## config.mk

```make
export PLATFORM = sky130hd
export DESIGN_NAME = mux2_arbiter
export DESIGN_NICKNAME = d
export VERILOG_FILES = /design/src/rtl/mux2_arbiter_pkg.sv /design/src/rtl/mux2_arbiter_mux.sv /design/src/rtl/mux2_arbiter.sv
export SDC_FILE = /design/constraint.sdc
export NUM_CORES = 1
export LEC_CHECK = 0
export CORE_MARGIN = 2
export CORE_UTILIZATION = 30
export CTS_CLUSTER_DIAMETER = 50
export CTS_CLUSTER_SIZE = 10
export DETAILED_ROUTE_END_ITERATION = 12
export GPL_ROUTABILITY_DRIVEN = 0
export SYNTH_ARGS = -nofsm -noshare
export SYNTH_HDL_FRONTEND = slang
export SYNTH_SLANG_ARGS = --single-unit
```

## constraint.sdc

```tcl
create_clock -name clk -period 3.8 [get_ports clk]
set_input_delay 0.57 -clock clk [delete_from_list [all_inputs] [get_ports clk]]
set_output_delay 0.57 -clock clk [all_outputs]
set_load 0.01 [all_outputs]
```

## src/rtl/mux2_arbiter_pkg.sv

```systemverilog
// mux2_arbiter_pkg
// Shared types and constants for the two-requester mux arbiter.
//   state_t : arbiter FSM states (IDLE, GRANT0, GRANT1)
//   SEL_D0  : mux select value routing d0 to the output
//   SEL_D1  : mux select value routing d1 to the output
package mux2_arbiter_pkg;

  typedef enum logic [1:0] {
    IDLE   = 2'd0,
    GRANT0 = 2'd1,
    GRANT1 = 2'd2
  } state_t;

  localparam logic [1:0] SEL_D0 = 2'b00;
  localparam logic [1:0] SEL_D1 = 2'b01;

endpackage

```

## src/rtl/mux2_arbiter_mux.sv

```systemverilog
// mux_2to1
// Plain WIDTH-bit 2-to-1 data multiplexer.
// Ports:
//   sel : 0 selects a, 1 selects b
//   a   : input data 0 (WIDTH bits)
//   b   : input data 1 (WIDTH bits)
//   y   : selected data (WIDTH bits)
module mux_2to1 #(
  parameter int WIDTH = 2
) (
  input  logic             sel,
  input  logic [WIDTH-1:0] a,
  input  logic [WIDTH-1:0] b,
  output logic [WIDTH-1:0] y
);

  for (genvar gi = 0; gi < WIDTH; gi++) begin : g_bit
    assign y[gi] = sel ? b[gi] : a[gi];
  end

endmodule

```

## src/rtl/mux2_arbiter.sv

```systemverilog
// mux2_arbiter
// Round-robin arbiter for two requesters sharing one WIDTH-bit output
// channel. The granted requester's data is forwarded through mux_2to1 under
// a valid/ready handshake; tenure is bounded to MAX_BURST accepted beats
// whenever the other requester is waiting.
// Ports:
//   clk        : system clock, rising edge
//   rst_n      : synchronous active-low reset
//   req0/req1  : requests from requester 0 / 1
//   d0/d1      : requester data (WIDTH bits)
//   gnt0/gnt1  : registered grants, one-hot or zero
//   sel        : registered mux select (00 -> d0, 01 -> d1)
//   out_valid  : output beat valid
//   out_data   : output beat data, zero when out_valid is low
//   out_ready  : downstream accepts the beat
//   busy       : registered, high in any grant state
module mux2_arbiter
  import mux2_arbiter_pkg::*;
#(
  parameter int WIDTH     = 2,
  parameter int MAX_BURST = 4
) (
  input  logic             clk,
  input  logic             rst_n,
  input  logic             req0,
  input  logic             req1,
  input  logic [WIDTH-1:0] d0,
  input  logic [WIDTH-1:0] d1,
  output logic             gnt0,
  output logic             gnt1,
  output logic [1:0]       sel,
  output logic             out_valid,
  output logic [WIDTH-1:0] out_data,
  input  logic             out_ready,
  output logic             busy
);

  localparam int CW = $clog2(MAX_BURST + 1);
  localparam logic [CW-1:0] BURST_LAST = CW'(MAX_BURST);

  state_t          state_reg;
  logic            gnt0_reg;
  logic            gnt1_reg;
  logic [1:0]      sel_reg;
  logic            busy_reg;
  logic [CW-1:0]   beat_cnt_reg;
  logic            last_reg;

  logic [CW-1:0]   beat_cnt_next;
  logic [WIDTH-1:0] mux_y;

  // Decisions taken at the next edge
  logic go0;
  logic go1;
  logic go_idle;
  logic cnt_wrap;
  logic cnt_step;

  assign beat_cnt_next = beat_cnt_reg + 1'b1;

  // Valid follows the live request of the registered owner; out_ready only
  // feeds the state update, so there is no ready-to-output path.
  assign out_valid = (gnt0_reg & req0) | (gnt1_reg & req1);

  mux_2to1 #(
    .WIDTH(WIDTH)
  ) u_mux (
    .sel(sel_reg[0]),
    .a  (d0),
    .b  (d1),
    .y  (mux_y)
  );

  assign out_data = out_valid ? mux_y : '0;

  assign gnt0 = gnt0_reg;
  assign gnt1 = gnt1_reg;
  assign sel  = sel_reg;
  assign busy = busy_reg;

  // In a grant state with the owner's request high, out_valid is high, so
  // out_ready alone distinguishes an accept from a stall. A stall holds
  // everything, which is what keeps a pending beat from being switched away.
  always_comb begin
    go0      = 1'b0;
    go1      = 1'b0;
    go_idle  = 1'b0;
    cnt_wrap = 1'b0;
    cnt_step = 1'b0;
    case (state_reg)
      IDLE: begin
        // On a tie, the requester that was not granted last wins.
        if (req0 && (!req1 || last_reg)) go0 = 1'b1;
        else if (req1)                   go1 = 1'b1;
      end
      GRANT0: begin
        if (!req0) begin
          if (req1) go1     = 1'b1;
          else      go_idle = 1'b1;
        end else if (out_ready) begin
          if (beat_cnt_next == BURST_LAST) begin
            if (req1) go1      = 1'b1;
            else      cnt_wrap = 1'b1;
          end else begin
            cnt_step = 1'b1;
          end
        end
      end
      GRANT1: begin
        if (!req1) begin
          if (req0) go0     = 1'b1;
          else      go_idle = 1'b1;
        end else if (out_ready) begin
          if (beat_cnt_next == BURST_LAST) begin
            if (req0) go0      = 1'b1;
            else      cnt_wrap = 1'b1;
          end else begin
            cnt_step = 1'b1;
          end
        end
      end
      default: go_idle = 1'b1;
    endcase
  end

  always_ff @(posedge clk) begin
    if (!rst_n) begin
      state_reg    <= IDLE;
      gnt0_reg     <= 1'b0;
      gnt1_reg     <= 1'b0;
      sel_reg      <= SEL_D0;
      busy_reg     <= 1'b0;
      beat_cnt_reg <= '0;
      last_reg     <= 1'b1;
    end else if (go0) begin
      state_reg    <= GRANT0;
      gnt0_reg     <= 1'b1;
      gnt1_reg     <= 1'b0;
      sel_reg      <= SEL_D0;
      busy_reg     <= 1'b1;
      beat_cnt_reg <= '0;
      last_reg     <= 1'b0;
    end else if (go1) begin
      state_reg    <= GRANT1;
      gnt0_reg     <= 1'b0;
      gnt1_reg     <= 1'b1;
      sel_reg      <= SEL_D1;
      busy_reg     <= 1'b1;
      beat_cnt_reg <= '0;
      last_reg     <= 1'b1;
    end else if (go_idle) begin
      // last is kept so the next tie still alternates.
      state_reg    <= IDLE;
      gnt0_reg     <= 1'b0;
      gnt1_reg     <= 1'b0;
      sel_reg      <= SEL_D0;
      busy_reg     <= 1'b0;
      beat_cnt_reg <= '0;
    end else if (cnt_wrap) begin
      beat_cnt_reg <= '0;
    end else if (cnt_step) begin
      beat_cnt_reg <= beat_cnt_next;
    end
  end

endmodule

```

==> results.yml <==
grt:
  overflow: 0
  grt_pass1_vias: 521
  antenna_found_initial: 0
  grt_pass1_wl_mm: 2.16
  grt_max_degree: 10
  track_usage: 0.115
route:
  drt_iter0_drc: 12
  routed_wl_mm: 1.20
  drt_first_pass_iters: 4
  drtAntennaViolNets: 0
  via_per_inst: 4.67
  routedWlPerCell_um: 10.9
  num_vias: 514
  drcViolationCount: 0
status:
  outcome: "completed"
worst_setup_path:
  endpoint_kind: "primary output"
  setup.worst_path.start_class: "input pin"
  startpoint: "req1"
  reg2reg_slack_ps: 2050
  cp_common_cell: "clkdlybuf4s50_1"
  cp.required_ps: 3230
  crit_path_end: "out_data[1]"
  r2r_cells: 6
  worstReg2RegEnd: "beat_cnt_reg[0]"
  worst-path-stages: 4
  crit_arrival_ps: 2010
  critPathBufInv: 2
  cp_max_fo: 7
  cpLargestDelayFamily: "buffers and inverters"
  crit_type: "input pin to primary output"
  r2r-start: "sel[0]"
  path_cells: "clkdlybuf4s50_1, a22oi_1, nor2_1, clkdlybuf4s50_1"
  cp_slowest_cell: "clkdlybuf4s50_1"
  cp_slowest_stage_delay_ps: 610
floorplanning:
  num_rows: 16
  design.core.area_mm2: 0.00194
  die_x_um: 49.1
  die-area_mm2: 0.00241
  io_pins: 17
  die_height_um: 49.1
  start_util: 0.314
power:
  power_density_mw_per_mm2: 297
  p_seq_frac: 0.357
  pwr-share-comb: 0.363
  intPower_uw: 163
  irDropWorstVdd_uv: 199
  switching_power_uw: 76.6
  clockPowerShare: 0.280
  leakage_nw: 0.316
  switching_share: 0.320
timing:
  grt_setup_unrepaired: "no"
  min_period_over_period: 0.680
  setup_viol: 0
  final.setup.tns_ps: 0
  setup_slack_ps: 1220
  hold_viol: 0
  finalClockSkew_ps: 1.73
  max_freq_ghz: 0.387
  layout_min_cycle_time_ps: 2580
  finalMaxSlewViolations: 0
  hold-worst-slack_ps: 532
clock_tree:
  numClockSinks: 7
  cts_made_buffers: 3
  path_clk_slew_ps: 50
  post_cts_buffers: 0
  root_buffer: "clkbuf_4"
  worst_skew_pair.late_latency_ps: 250
  cts_hold_buffers: 0
  cts_max_level: 1
  clk_path_buf_depth: 2
  ctsResizeCount: 0
  cts_tree: "done"
synthesis:
  synth-seq-cells: 7
  synth_cell_types: 34
  synth_seq_area_share: 0.230
  synth_top_cell_by_area: "dfxtp_1"
  syn_area_per_cell_um2: 9.25
  synth_area_leaders: "dfxtp_1 23%, ha_1 12%, mux2i_1 8.2%"
  ys_warn_count: 0
  synth_top_area_frac: 0.230
  syn-num-nets: 81
  synth_area_um2: 611
  syn_inst: 66
cells_and_area:
  fill_cells: 205
  syn_to_final_growth_pct: 32.0
  multiInputGateArea_um2: 433
  layout-drive-gt1-share: 0.169
  largest_register_ffs: 3
  regArea_um2: 140
  fin_util: 0.415
  diodes: 0
  nets: 99
placement:
  dpl_worst_slack_ps: 1220
  place_hpwl_um: 948
  io_buffers: 15
job:
  maxCapViolations: 0
worst_hold_path:
  hp-class: "flip-flop to flip-flop"
-- placed cells by master (no fill, tap or decap) --
cell type and count:
nor3_2 3, mux2i_1 5, dfxtp_1 7, a31oi_2 1
o2111ai_1 1, clkbuf_4 3, clkdlybuf4s50_1 15, o221ai_2 1
o211a_1 1, xnor2_1 1, ha_1 6, a22oi_1 1
o21ai_2 1, and3_1 1, inv_1 6, o22a_1 1
a21oi_1 2, o22ai_1 1, or2_1 1, o211ai_2 1
clkbuf_1 1, nand3_4 1, nor2_1 5, o21a_1 1
and2b_1 1, a21oi_2 1, nand4b_1 1, nand2_1 5
o21ba_1 1, nor3b_1 1, conb_1 1, nand3_1 1
o21ai_1 1, a211oi_2 1, xor2_2 1, a2bb2oi_1 1
-- metal layers --
metal / part of all wire / track usage / vias to the layer above
li1: - / - / 269
met1: 0.46 / 0.154 / 228
met2: 0.49 / 0.173 / 15
met3: 0.039 / 0.0123 / 2
met5: 0 / 0 / -
met4: 0.016 / 0.0714 / 0
-- worst register-to-register path: stages, from the launching register on --
cell,delay (ps)
dfxtp_1,500
inv_1,110
ha_1,240
nor2_1,130
a2bb2oi_1,300
o221ai_2,200
nor3_2,190
-- through the flow --
stage | area, µm² | power (mW) | instances
final | 806 | 0.240 | 110
after floorplan | 611 | 0.141 | 66
after global placement | 779 | 0.173 | 106
after CTS | 806 | 0.243 | 110
after detailed placement | 779 | 0.173 | 106
after global routing | 806 | 0.257 | 110
-- cell usage after synthesis --
cell       n
mux2i_1    5
and2b_1    1
a2bb2oi_1  1
nand2_1    5
inv_1      6
a22oi_1    1
nor3b_1    1
a211oi_2   1
nor3_2     3
o221ai_2   1
o211ai_2   1
xor2_2     1
o21a_1     1
o211a_1    1
o21ai_2    1
or2_1      1
a21oi_2    1
dfxtp_1    7
nor2_1     5
nand3_4    1
o21ba_1    1
o22ai_1    1
nand3_1    1
nand4b_1   1
and3_1     1
xnor2_1    1
o21ai_1    1
o2111ai_1  1
o22a_1     1
a21oi_1    2
ha_1       6
a31oi_2    1
conb_1     1
buf_4      2
-- how the worst min path moves through the flow --
stage	start	endpoint	cells past startpoint	slack, ps
2_1_floorplan	busy	busy	2	520
3_3_place_gp	busy	busy	2	500
3_5_place_dp	busy	busy	2	500
4_1_cts	busy	busy	2	540
5_1_grt	busy	busy	2	560
6_report	busy	busy	2	530
-- power by group through the flow --
stage	Sequential (mW)	Combinational (mW)	Clock (mW)
after floorplan	0.0875	0.0537	0
final	0.0856	0.0869	0.0670
after global placement	0.0876	0.0859	0
after detailed placement	0.0874	0.0858	0
after global routing	0.0870	0.0960	0.0739
after CTS	0.0859	0.0874	0.0698
-- layout make-up --
type / instances / share of cell area
inverter: 6 / 0.0280
timing repair buffer: 15 / 0.186
clock buffer: 4 / 0.0326
multi-input combinational: 51 / 0.537
tap: 27 / 0.0419
sequential: 7 / 0.174
-- kinds of logic (layout without fill, tap and decap cells) --
family	count (synthesis)	after routing	synth area share
other	1	1	0.00614
buffers and inverters	8	25	0.0615
xor gates and xnor gates	2	2	0.0410
DFF	7	7	0.230
AOI/OAI and AO/OA	17	17	0.250
muxes	5	5	0.0820
adders and majority gates	6	6	0.123
and+or+nand+nor	20	20	0.207
Note: power is estimated with default switching activity, not from simulation.
